[src/rtl/keypad_encoder_if.sv]
// Keypad encoder bundle: keypad matrix lines plus the byte/strobe handshake to the calculator.
// master = encoder side, slave = keypad/consumer side.
interface keypad_encoder_if;
   logic [3:0] row;
   logic [3:0] col;
   logic [7:0] data;
   logic       done;
   logic       start;
   logic       busy;

   modport master (input row, output col, data, done, start, busy);
   modport slave  (output row, input col, data, done, start, busy);
endinterface

[src/rtl/keypad_encoder.sv]
// 4x4 active-low keypad scanner/encoder emitting one ASCII byte per debounced press.
// Optional macro KP_STAR_START_EN: '*' pulses start instead of done.
//
// state  | meaning
// S_SCAN | drive columns in turn, look for any low row at each sample
// S_DEB  | column held, count matching samples of the latched row
// S_EMIT | single cycle after data/strobe were loaded
// S_REL  | column held, count all-high samples before resuming scan
module keypad_encoder #(
   parameter int SCAN_DIV = 1000,
   parameter int DEBOUNCE = 4
) (
   input logic              clk,
   input logic              rst,
   keypad_encoder_if.master kp
);

   localparam int CW = (SCAN_DIV > 1) ? $clog2(SCAN_DIV) : 1;
   localparam int MW = $clog2(DEBOUNCE + 1);

   typedef enum logic [1:0] {S_SCAN, S_DEB, S_EMIT, S_REL} state_t;

   state_t        state;
   logic [3:0]    sync1, rs;
   logic [CW-1:0] dwell;
   logic [1:0]    c, r, hit_r;
   logic [MW-1:0] mcnt;
   logic [3:0]    col_q;
   logic [7:0]    data_q;
   logic          done_q, start_q, busy_q;
   logic          sample, go_emit;

   function automatic logic [1:0] low_row(input logic [3:0] v);
      if (!v[0])      return 2'd0;
      else if (!v[1]) return 2'd1;
      else if (!v[2]) return 2'd2;
      else            return 2'd3;
   endfunction

   function automatic logic [3:0] col_drive(input logic [1:0] cc);
      return ~(4'b0001 << cc);
   endfunction

   function automatic logic [7:0] ascii(input logic [1:0] rr, input logic [1:0] cc);
      case ({rr, cc})
         4'h0: return 8'h31;  4'h1: return 8'h32;  4'h2: return 8'h33;  4'h3: return 8'h41;
         4'h4: return 8'h34;  4'h5: return 8'h35;  4'h6: return 8'h36;  4'h7: return 8'h42;
         4'h8: return 8'h37;  4'h9: return 8'h38;  4'hA: return 8'h39;  4'hB: return 8'h43;
         4'hC: return 8'h2A;  4'hD: return 8'h30;  4'hE: return 8'h23;  default: return 8'h44;
      endcase
   endfunction

   assign sample = (dwell == CW'(SCAN_DIV - 1));

   // Strobe is loaded on the edge that enters S_EMIT so done lands one cycle after the final sample.
   always_comb begin
      hit_r   = (state == S_SCAN) ? low_row(rs) : r;
      go_emit = 1'b0;
      if (sample) begin
         if (state == S_SCAN && rs != 4'hF && DEBOUNCE == 1)
            go_emit = 1'b1;
         if (state == S_DEB && !rs[r] && (mcnt + MW'(1)) == MW'(DEBOUNCE))
            go_emit = 1'b1;
      end
   end

   always_ff @(posedge clk or negedge rst) begin
      if (!rst) begin
         state   <= S_SCAN;
         sync1   <= 4'hF;
         rs      <= 4'hF;
         dwell   <= '0;
         c       <= 2'd0;
         r       <= 2'd0;
         mcnt    <= '0;
         col_q   <= 4'b1110;
         data_q  <= 8'h00;
         done_q  <= 1'b0;
         start_q <= 1'b0;
         busy_q  <= 1'b0;
      end else begin
         sync1   <= kp.row;
         rs      <= sync1;
         done_q  <= 1'b0;
         start_q <= 1'b0;
         // Column changes only happen on a sample, where the dwell wraps to 0 anyway.
         dwell   <= sample ? '0 : dwell + CW'(1);
         case (state)
            S_SCAN: if (sample) begin
               if (rs == 4'hF) begin
                  c     <= c + 2'd1;
                  col_q <= col_drive(c + 2'd1);
               end else begin
                  r      <= hit_r;
                  mcnt   <= MW'(1);
                  busy_q <= 1'b1;
                  state  <= go_emit ? S_EMIT : S_DEB;
               end
            end
            S_DEB: if (sample) begin
               if (!rs[r]) begin
                  mcnt <= mcnt + MW'(1);
                  if (go_emit) state <= S_EMIT;
               end else begin
                  state  <= S_SCAN;
                  busy_q <= 1'b0;
                  c      <= c + 2'd1;
                  col_q  <= col_drive(c + 2'd1);
               end
            end
            S_EMIT: begin
               state <= S_REL;
               mcnt  <= '0;
            end
            S_REL: if (sample) begin
               if (rs != 4'hF)
                  mcnt <= '0;
               else if ((mcnt + MW'(1)) == MW'(DEBOUNCE)) begin
                  state  <= S_SCAN;
                  busy_q <= 1'b0;
                  mcnt   <= '0;
                  c      <= c + 2'd1;
                  col_q  <= col_drive(c + 2'd1);
               end else
                  mcnt <= mcnt + MW'(1);
            end
            default: state <= S_SCAN;
         endcase
         if (go_emit) begin
            data_q <= ascii(hit_r, c);
`ifdef KP_STAR_START_EN
            if (hit_r == 2'd3 && c == 2'd0) start_q <= 1'b1;
            else                            done_q  <= 1'b1;
`else
            done_q <= 1'b1;
`endif
         end
      end
   end

   assign kp.col   = col_q;
   assign kp.data  = data_q;
   assign kp.done  = done_q;
   assign kp.start = start_q;
   assign kp.busy  = busy_q;

endmodule

[src/flat_wrapper.sv]
// flat-port wrapper written by rule: the top's interface ports become plain ports
module keypad_encoder_flat 
#(
   parameter int SCAN_DIV = 1000,
   parameter int DEBOUNCE = 4
)
  (clk, rst, kp_row, kp_col, kp_data, kp_done, kp_start, kp_busy);
  keypad_encoder_if kp_i ();
  input logic clk;
  input logic rst;
  input wire logic [$bits(kp_i.row)-1:0] kp_row;
  output wire logic [$bits(kp_i.col)-1:0] kp_col;
  output wire logic [$bits(kp_i.data)-1:0] kp_data;
  output wire logic [$bits(kp_i.done)-1:0] kp_done;
  output wire logic [$bits(kp_i.start)-1:0] kp_start;
  output wire logic [$bits(kp_i.busy)-1:0] kp_busy;
  assign kp_i.row = kp_row;
  assign kp_col = kp_i.col;
  assign kp_data = kp_i.data;
  assign kp_done = kp_i.done;
  assign kp_start = kp_i.start;
  assign kp_busy = kp_i.busy;
  keypad_encoder #(.SCAN_DIV(SCAN_DIV), .DEBOUNCE(DEBOUNCE)) u_core (.clk(clk), .rst(rst), .kp(kp_i));
endmodule
[config.mk]
export PLATFORM = sky130hd
export DESIGN_NAME = keypad_encoder_flat
export DESIGN_NICKNAME = d
export VERILOG_FILES = /design/src/rtl/keypad_encoder_if.sv /design/src/rtl/keypad_encoder.sv /design/src/flat_wrapper.sv
export SDC_FILE = /design/constraint.sdc
export NUM_CORES = 1
export LEC_CHECK = 0
export CAP_MARGIN = 0
export CORE_UTILIZATION = 50
export CTS_CLUSTER_DIAMETER = 150
export DETAILED_ROUTE_END_ITERATION = 10
export PLACE_DENSITY = 0.72
export SETUP_SLACK_MARGIN = 0.5
export SKIP_LAST_GASP = 1
export SYNTH_ARGS = -nofsm -noshare
export SYNTH_HDL_FRONTEND = slang
export SYNTH_SLANG_ARGS = --single-unit
[constraint.sdc]
create_clock -name clk -period 2.8 [get_ports clk]
set_clock_uncertainty 0.05 [all_clocks]
set_input_delay 0.28 -clock clk [delete_from_list [all_inputs] [get_ports clk]]
set_output_delay 0.28 -clock clk [all_outputs]
set_load 0.02 [all_outputs]
==> results.sh, run 1 <==
export IMPL_initial_core_util_pct=53.7
export IMPL_grt_usage_pct=20.0
export IMPL_cp_end_kind="flop"
export IMPL_synth_edf_count=0
export IMPL_grt_setup_unrepaired="no"
export IMPL_synth_area_sq_um=2030
export IMPL_finalMaxSlewViolations=0
export IMPL_grt_max_degree=41
export IMPL_finalSetupTns_ns=0
export IMPL_placed_cells=247
export IMPL_synth_area_top_cells="dfrtp_1 (36%), dfstp_2 (14%), ha_1 (6.8%)"
export IMPL_worstPathMaxFanout=8
export IMPL_cts_root_buf="clkbuf_8"
export IMPL_nNetsFinal=225
export IMPL_ir_drop_mv=0.419
export IMPL_viasPerCell=5.50
export IMPL_power_per_cell_area_nw_per_um2=464
export IMPL_n_fill_cell=289
export IMPL_clkTransAtPathRegs_ns=0.08
export IMPL_drc=0
export IMPL_synth_top_family_by_area="simple AND/OR/NAND/NOR gates"
export IMPL_final_area_sq_um=2370
export IMPL_yosysTopAreaCell="dfrtp_1"
export IMPL_synthArstFlopShare_pct=100
export IMPL_synth_avg_cell_area_sq_um=10.9
export IMPL_num_vias=1414
export IMPL_postPlaceCellArea_sq_um=2240
export IMPL_rows=22
export IMPL_drt_wl_total_mm=3.78
export IMPL_holdBufCountCts=0
export IMPL_seq_area_sq_um=1010
export IMPL_clockBufferDepth=2
export IMPL_netlist_area_leader_share_pct=35.8
export IMPL_ys_warn_count=0
export IMPL_htreeDepth=2
export IMPL_timing_final_crit_period_ns=2.15
export IMPL_start_kind="flop"
export IMPL_die_h_microns=65.7
export IMPL_wl_per_cell_microns=14.7
export IMPL_synthMuxAreaShare_pct=8.15
export IMPL_r2r_cells=6
export IMPL_die_w_microns=65.7
export IMPL_synth_cell_types=46
export IMPL_crit_required_ns=2.93
export IMPL_io_buffers=18
export IMPL_cts_tree="yes"
export IMPL_synthCells=185
export IMPL_grt_pass1_vias=1386
export IMPL_dr_max_layer_used="met4"
export IMPL_dr_wl_met3_microns=114
export IMPL_wl_met1_mm=1.74
export IMPL_ys_ff_latch=40
export IMPL_die_area_sq_um=4310
export IMPL_multiInputGateArea_sq_um=961
export IMPL_met2_length_mm=1.88
export IMPL_synthXorXnorAreaFrac_pct=4.32
export IMPL_routabilityCongestion=0.892
export IMPL_tightest_slew_ns=0.882
export IMPL_clk_latency_ns=0.30
export IMPL_critical_path_arrival_ns=2.29
export IMPL_slew_headroom_pct=41.2
export IMPL_maxCapViolCount=0
export IMPL_synth_simple_area_share_pct=14.9
export IMPL_cellLeakagePower_uw=0.00104
export IMPL_drive_gt1_share_pct=18.7
export IMPL_antenna_found_initial=0
export IMPL_period_share_pct=76.9
export IMPL_setup_viol=0
export IMPL_synthAdderAreaFrac_pct=6.79
export IMPL_grt_pass1_wl_mm=6.47
export IMPL_io_pins=21
export IMPL_drt_iter0_markers=55
export IMPL_core_area_sq_um=3770
export IMPL_dr_pass1_iters=4
export IMPL_clock_sinks=40
export IMPL_diodes=0
export IMPL_fmax_mhz=464
export IMPL_worstSetupPathType="flop to flop"
export IMPL_hold_viol=0
export IMPL_synth_top_flop_cell="dfrtp_1"
export IMPL_gr_total_overflow=0
export IMPL_worstHoldPathType="primary input to asynchronous set/reset pin"
export IMPL_ant_nets=0
export IMPL_status="finished, final reports clean"
export IMPL_yosysSeqAreaShare_pct=50.1
export IMPL_area_delta_synth_final_pct=17.2
export IMPL_dp_hpwl_mm=2.65
export IMPL_cts_buffers=5
export IMPL_instances_no_fill=257
export IMPL_synth_compound_area_share_pct=12.5
-- placed cells by master, fill, tap and decap left out, types with 2 or more instances in the layout --
master           count
a211oi_1             2
a21oi_1              6
a31oi_2              2
buf_4                3
clkbuf_8             5
clkdlybuf4s50_1     17
conb_1               2
dfrtp_1             29
dfstp_2             11
ha_1                11
inv_1                8
mux2_2               7
mux2i_1              6
nand2_1             15
nand3_1              9
nand4_2              2
nor2_1              16
nor3_1               2
o211ai_1             2
o21a_1               3
o21ai_0             12
o41ai_1              2
xnor2_1              4
xor2_1               6
-- path summary, 6_finish.rpt --
check	from	to	slack, ns
max in group asynchronous	rst	u_core.kp.data[6]$_DFFE_PN0P_	2.10
min in group clk	u_core.sync1[0]$_DFF_PN1_	u_core.rs[0]$_DFF_PN1_	0.30
min	rst	u_core.mcnt[2]$_DFFE_PN0P_	0.05
min reg2reg	u_core.sync1[0]$_DFF_PN1_	u_core.rs[0]$_DFF_PN1_	0.30
max reg2reg	u_core.mcnt[0]$_DFFE_PN0P_	u_core.kp.data[3]$_DFFE_PN0P_	0.65
max	u_core.mcnt[0]$_DFFE_PN0P_	u_core.kp.data[3]$_DFFE_PN0P_	0.65
-- worst max-delay path, stage by stage, from the launching register on --
cell	delay (ns)
dfrtp_1	0.45
ha_1	0.27
xor2_1	0.24
and2_1	0.22
nand3_1	0.18
nor2_4	0.27
mux2_2	0.37
-- timing repair --
item / CTS / global route
gates resized for setup: 0 / 1
pin swaps: 1 / 1
setup endpoints to repair: 1 / 4
setup buffers: 2 / 0
-- cell usage after synthesis (2+ instances only) --
cell type,instances
mux2_2,7
xnor2_1,4
nand4_2,2
inv_1,8
xor2_1,6
dfstp_2,11
ha_1,11
dfrtp_1,29
a31oi_1,2
nor2_1,16
o41ai_1,2
nor3_1,2
mux2i_1,6
clkbuf_1,4
o21a_1,3
o21ai_0,12
nand2_1,15
buf_4,2
nand3_1,9
a211oi_1,2
a21oi_1,6
o211ai_1,2
-- report_power, final --
part / leakage (uW) / switching (uW) / total [uW] / internal [uW]
clock: 0.0000541 / 208 / 472 / 264
sequential: 0.000506 / 4.03 / 592 / 588
combinational: 0.000485 / 24.4 / 38.1 / 13.7
-- state kept, by name, summed over array words and instances (netlist names), 3 cells and up --
| signal | flops |
|---|---|
| u_core.dwell | 10 |
| u_core.kp.data | 7 |
| u_core.kp.col | 4 |
| u_core.rs | 4 |
| u_core.sync1 | 4 |
| u_core.mcnt | 3 |
-- cell type report --
type,instances,share of cell area [%]
clock buffers,5,2.90
well taps,48,2.53
flip-flops and latches,40,42.7
multi-input cells,132,40.5
clock inverters,3,1.79
repair buffers,21,8.32
inverters,8,1.26
-- routing by layer --
metal / vias up / track usage, %
li1: 695 / -
met1: 693 / 25.3
met2: 20 / 33.2
met3: 6 / 5.03
met4: 0 / 6.52
met5: - / 0
-- through the flow --
step,worst slack (ns),utilization (%),hold slack [ns],total power [uW]
6_report,0.647,63.0,0.0504,1100
5_1_grt,0.503,63.0,0.120,1150
4_1_cts,0.626,62.8,0.0741,1110
3_5_place_dp,0.507,59.5,0.297,641
3_3_place_gp,0.644,59.5,0.297,640
2_1_floorplan,0.808,-,-0.0656,622
-- kinds of logic (layout without fill, tap and decap cells) --
family / Yosys count / count (layout)
AOI/OAI and AO/OA: 38 / 38
xor gates and xnor gates: 10 / 10
adders and majority gates: 11 / 11
buffers and inverters: 14 / 37
DFF: 40 / 40
muxes: 14 / 14
other: 1 / 2
and+or+nand+nor: 57 / 57
(Power assumes the default switching activity.)
==> run 2, diff against run 1 <==
- clock period: 2.8 -> 2.1 ns (I/O delays scaled with it)
==> run 2 against run 1 <==
Die area unchanged. Routed wire length increased by 8.3%. Flip-flop and latch count unchanged.
==> results.sh, run 2 (synthesis results as in run 1) <==
export IMPL_maxCapViolCount=0
export IMPL_period_share_pct=92.8
export IMPL_tightest_slew_ns=0.875
export IMPL_placed_cells=260
export IMPL_die_area_sq_um=4310
export IMPL_drt_wl_total_mm=4.10
export IMPL_drt_iter0_markers=85
export IMPL_gr_total_overflow=0
export IMPL_path_buf_inv=1
export IMPL_slew_headroom_pct=41.6
export IMPL_rows=22
export IMPL_htreeDepth=2
export IMPL_die_h_microns=65.7
export IMPL_grt_max_degree=41
export IMPL_slowest_delay_ns=0.56
export IMPL_status="finished, final reports clean"
export IMPL_grt_usage_pct=21.4
export IMPL_final_cell_mix="dfrtp_1 (29), buf_4 (18), nand2_1 (15)"
export IMPL_diodes=0
export IMPL_final_area_sq_um=2660
export IMPL_slowest_stage="mux4_2"
export IMPL_viasPerCell=5.37
export IMPL_initial_core_util_pct=53.7
export IMPL_r2r_slack_ns=0.15
export IMPL_instances_no_fill=280
export IMPL_routabilityCongestion=0.831
export IMPL_ir_drop_mv=0.526
export IMPL_finalMaxSlewViolations=0
export IMPL_clockBufferDepth=2
export IMPL_nNetsFinal=248
export IMPL_grt_setup_unrepaired="yes"
export IMPL_critical_path_arrival_ns=2.09
export IMPL_crit_required_ns=2.25
export IMPL_core_area_sq_um=3770
export IMPL_num_vias=1503
export IMPL_io_buffers=18
export IMPL_wl_per_cell_microns=14.6
export IMPL_place_ws_ns=0.0908
export IMPL_cts_tree="yes"
export IMPL_setup_viol=0
export IMPL_dr_pass1_iters=4
export IMPL_fmax_mhz=513
export IMPL_start_kind="flop"
export IMPL_cellLeakagePower_uw=0.00123
export IMPL_finalSetupTns_ns=0
export IMPL_largest_register="u_core.dwell"
export IMPL_worstHoldPathType="primary input to flop"
export IMPL_ant_nets=0
export IMPL_worstPathMaxFanout=4
export IMPL_drc=0
export IMPL_critical_path_top_delay_family="multiplexers"
export IMPL_worstPathCellList="mux4_2, inv_2, o21ai_2, or4b_4, o311ai_4"
export IMPL_dp_hpwl_mm=2.74
export IMPL_die_w_microns=65.7
export IMPL_clk_latency_ns=0.29
export IMPL_grt_pass1_vias=1513
export IMPL_cp_end_kind="flop"
export IMPL_postPlaceCellArea_sq_um=2340
export IMPL_largest_reg_flops=10
export IMPL_area_delta_synth_final_pct=31.3
export IMPL_cts_root_buf="clkbuf_8"
export IMPL_clkTransAtPathRegs_ns=0.07
export IMPL_layout_commonest_cell="dfrtp_1"
export IMPL_clock_sinks=40
export IMPL_grt_pass1_wl_mm=6.91
export IMPL_setup_ws_ns=0.151
export IMPL_antenna_found_initial=0
export IMPL_cts_buffers=5
export IMPL_worstSetupPathType="flop to flop"
export IMPL_io_pins=21
export IMPL_total_power_uw=1460
export IMPL_drive_gt1_share_pct=32.8
export IMPL_hold_viol=0
export IMPL_power_per_cell_area_nw_per_um2=549
export IMPL_timing_final_crit_period_ns=1.95
==> run 2: worst paths after layout <==
check	startpoint	to	cells past startpoint
worst min-delay path	kp_row[1]	u_core.sync1[1]$_DFF_PN1_	1
worst min register to register	u_core.sync1[0]$_DFF_PN1_	u_core.rs[0]$_DFF_PN1_	0
worst max-delay path	u_core.r[0]$_DFFE_PN0P_	u_core.mcnt[2]$_DFFE_PN0P_	5
max in group asynchronous	rst	u_core.kp.data[2]$_DFFE_PN0P_	2
min in group asynchronous	rst	u_core.dwell[7]$_DFF_PN0_	2
worst max register to register	u_core.r[0]$_DFFE_PN0P_	u_core.mcnt[2]$_DFFE_PN0P_	5
==> run 2: per-stage QoR <==
stage                     util [%]  hold slack (ns)
after global placement        62.1            0.297
final                         70.5            0.270
after floorplan                  -           -0.136
after global routing          70.5            0.258
after detailed placement      62.1            0.297
after CTS                     68.4            0.261
==> run 2: layout make-up <==
type | count | area (sq um)
clock buffers | 5 | 68.8
clock inverters | 3 | 42.5
fillers | 253 | 1110
inverters | 8 | 30.0
multi-input cells | 132 | 1040
flip-flops and latches | 40 | 1010
well taps | 48 | 60.1
repair buffers | 44 | 404
==> run 2: metal layers <==
layer  GRT usage (%)  wire length [microns]  up-vias
met3            5.73                    132        2
li1                -                      -      743
met2            33.4                   2000       24
met1            29.2                   1930      734
met5               0                      0        -
met4            5.71                     34        0
==> run 2: power by group <==
part	internal, uW	total, uW	switching (uW)
sequential	784	789	5.03
combinational	24.9	60.5	35.5
clock	351	610	259
total	1160	1460	300
==> run 2: repair_timing <==
action | 4_1_cts | 5_1_grt
gates resized for setup | 16 | 18
hold endpoints to repair | 7 | 0
setup buffers | 9 | 2
hold buffers | 1 | 0
endpoints found under the setup margin | 25 | 30
pin swaps | 8 | 4
==> run 2: worst register-to-register path: cells and delay by family, from the launching register on <==
family	cells	cell delay, ns
DFF	1	0.37
buffers and inverters	1	0.09
and+or+nand+nor	1	0.51
AOI/OAI and AO/OA	2	0.28
muxes	1	0.56
==> run 3, diff against run 2 <==
- clock period: 2.1 -> 2 ns (I/O delays scaled with it)
==> run 3 against run 2 <==
The flow now finishes with violations (setup timing). Critical path depth is 1 higher. Register-to-register slack worse by 0.17 ns. Power is 6.2% higher. Sequential power is 5.2% higher. Routed wire length is 32% higher. Setup slack worse by 0.17 ns. Final area is 8.5% higher. Highest routed layer unchanged.
==> results.sh, run 3 (synthesis results as in run 1) <==
export IMPL_slowest_delay_ns=0.41
export IMPL_maxCapViolCount=0
export IMPL_rr_startpoint="u_core.mcnt[1]$_DFFE_PN0P_"
export IMPL_io_buffers=18
export IMPL_dp_hpwl_mm=2.84
export IMPL_timing_rr_end="u_core.kp.data[3]$_DFFE_PN0P_"
export IMPL_n_fill_cell=214
export IMPL_slew_headroom_pct=43.1
export IMPL_use_met3_pct=5.90
export IMPL_tightest_slew_ns=0.854
export IMPL_cellLeakagePower_uw=0.00136
export IMPL_worstSetupPathType="flop to flop"
export IMPL_multiInputGateArea_sq_um=1150
export IMPL_worstPathMaxFanout=7
export IMPL_total_power_uw=1550
export IMPL_routabilityCongestion=0.821
export IMPL_whs_path_depth=1
export IMPL_htreeDepth=2
export IMPL_grt_max_degree=41
export IMPL_setup_viol=5
export IMPL_hold_end="u_core.sync1[0]$_DFF_PN1_"
export IMPL_r2r_cells=6
export IMPL_drive_gt1_share_pct=43.9
export IMPL_worstHoldPathType="primary input to flop"
export IMPL_core_area_sq_um=3770
export IMPL_largest_register="u_core.dwell"
export IMPL_antenna_found_initial=0
export IMPL_busiest_layer="met2"
export IMPL_grt_pass1_vias=1645
export IMPL_num_vias=1740
export IMPL_violations="setup timing"
export IMPL_dr_pass1_iters=4
export IMPL_drt_wl_total_mm=5.41
export IMPL_setup_ws_ns=-0.0196
export IMPL_hold_viol=0
export IMPL_largest_reg_flops=10
export IMPL_die_w_microns=65.7
export IMPL_initial_core_util_pct=53.7
export IMPL_cp_end_kind="flop"
export IMPL_seq_area_sq_um=1010
export IMPL_die_h_microns=65.7
export IMPL_finalMaxSlewViolations=0
export IMPL_cts_root_buf="clkbuf_8"
export IMPL_slowest_stage="dfrtp_1"
export IMPL_worstPathCellList="ha_1, xor2_2, and2_4, nand3_2, nor2_4, mux2_2"
export IMPL_viasPerCell=5.92
export IMPL_drt_iter0_markers=139
export IMPL_use_met2_pct=39.8
export IMPL_gr_total_overflow=0
export IMPL_use_met1_pct=32.7
export IMPL_grt_setup_unrepaired="yes"
export IMPL_ir_drop_mv=0.428
export IMPL_critical_path_top_delay_family="simple AND/OR/NAND/NOR gates"
export IMPL_r2r_slack_ns=-0.02
export IMPL_grt_pass1_wl_mm=7.89
export IMPL_layout_commonest_cell="dfrtp_1"
export IMPL_clockBufferDepth=2
export IMPL_cts_tree="yes"
export IMPL_finalSetupTns_ns=-0.0880
export IMPL_critical_path_arrival_ns=2.15
export IMPL_crit_required_ns=2.13
export IMPL_wl_per_cell_microns=18.4
export IMPL_fmax_mhz=495
export IMPL_drc=0
export IMPL_diodes=0
export IMPL_final_cell_mix="dfrtp_1 (29), buf_4 (26)"
export IMPL_ant_nets=0
export IMPL_period_share_pct=101
export IMPL_min_delay_start="kp_row[0]"
export IMPL_rows=22
export IMPL_status="complete, but fails checks"
export IMPL_path_buf_inv=0
export IMPL_io_pins=21
export IMPL_area_delta_synth_final_pct=42.5
export IMPL_die_area_sq_um=4310
export IMPL_grt_usage_pct=24.9
export IMPL_nNetsFinal=262
export IMPL_start_kind="flop"
export IMPL_power_per_cell_area_nw_per_um2=537
export IMPL_clock_sinks=40
export IMPL_clkTransAtPathRegs_ns=0.08
export IMPL_clk_latency_ns=0.30
export IMPL_cts_buffers=5
export IMPL_timing_final_crit_period_ns=2.02
run 3: changes by cell type in the layout (fill, tap and decap cells not counted), sizes merged:
cell and change:
buf +13, clkdlybuf4s50 -10, dlygate4sd2 +8, dlymetal6s2s +2, nand4 +1
run 3: worst max-delay path by stage:
stage	startpoint	to	slack (ns)	cells after the start
after floorplan	u_core.dwell[0]$_DFF_PN0_	u_core.kp.data[0]$_DFFE_PN0P_	0.01	6
after global placement	u_core.r[0]$_DFFE_PN0P_	u_core.c[1]$_DFFE_PN0P_	0.03	4
after detailed placement	u_core.dwell[1]$_DFF_PN0_	u_core.mcnt[2]$_DFFE_PN0P_	-0.05	6
after CTS	u_core.r[0]$_DFFE_PN0P_	u_core.mcnt[2]$_DFFE_PN0P_	-0.003	5
after global routing	u_core.dwell[0]$_DFF_PN0_	u_core.mcnt[2]$_DFFE_PN0P_	-0.1	6
final	u_core.mcnt[1]$_DFFE_PN0P_	u_core.kp.data[3]$_DFFE_PN0P_	-0.02	6
run 3: area by class of cell:
cell class / instances / share of cell area [%]
inverters: 8 / 1.04
flip-flops and latches: 40 / 35.2
clock inverters: 3 / 1.47
well taps: 48 / 2.08
multi-input cells: 133 / 40.0
repair buffers: 57 / 17.9
clock buffers: 5 / 2.38
run 3: per-stage QoR:
stage | instance area (sq um) | setup slack (ns) | utilization [%] | hold slack (ns) | cells
2_1_floorplan | 2030 | 0.0148 | - | -0.146 | 186
3_3_place_gp | 2360 | 0.0292 | 62.5 | 0.289 | 262
3_5_place_dp | 2360 | -0.0507 | 62.5 | 0.298 | 262
4_1_cts | 2700 | -0.00292 | 71.6 | 0.248 | 286
5_1_grt | 2890 | -0.0986 | 76.5 | 0.245 | 294
6_report | 2890 | -0.0196 | 76.5 | 0.254 | 294
run 3: metal layers:
metal / part of all wire (%) / up-vias / wire length (microns)
li1: - / 769 / -
met1: 40 / 859 / 2190
met2: 50 / 93 / 2690
met3: 6.6 / 19 / 355
met4: 3.1 / 0 / 170
met5: 0 / - / 0
run 3: power by group:
| part | internal (uW) | leakage [uW] | switching, uW |
|---|---|---|---|
| combinational | 25.0 | 0.000799 | 39.5 |
| clock | 369 | 0.0000541 | 287 |
| sequential | 823 | 0.000506 | 6.44 |
run 3: worst register-to-register path: cells and delay by family (launching register included):
kind | cells | cell delay [ns]
AND/OR/NAND/NOR | 3 | 0.60
adder cells (fa/ha/maj) | 1 | 0.25
multiplexers | 1 | 0.37
flip-flops | 1 | 0.41
XOR/XNOR | 1 | 0.23
run 3: repair_timing:
item / 4_1_cts / 5_1_grt
setup endpoints to repair: 35 / 32
setup buffers: 14 / 8
cloned: 1 / 0
endpoints found under the hold margin: 29 / 0
pin swaps: 11 / 12
hold buffers: 1 / 0
gates resized for setup: 47 / 34
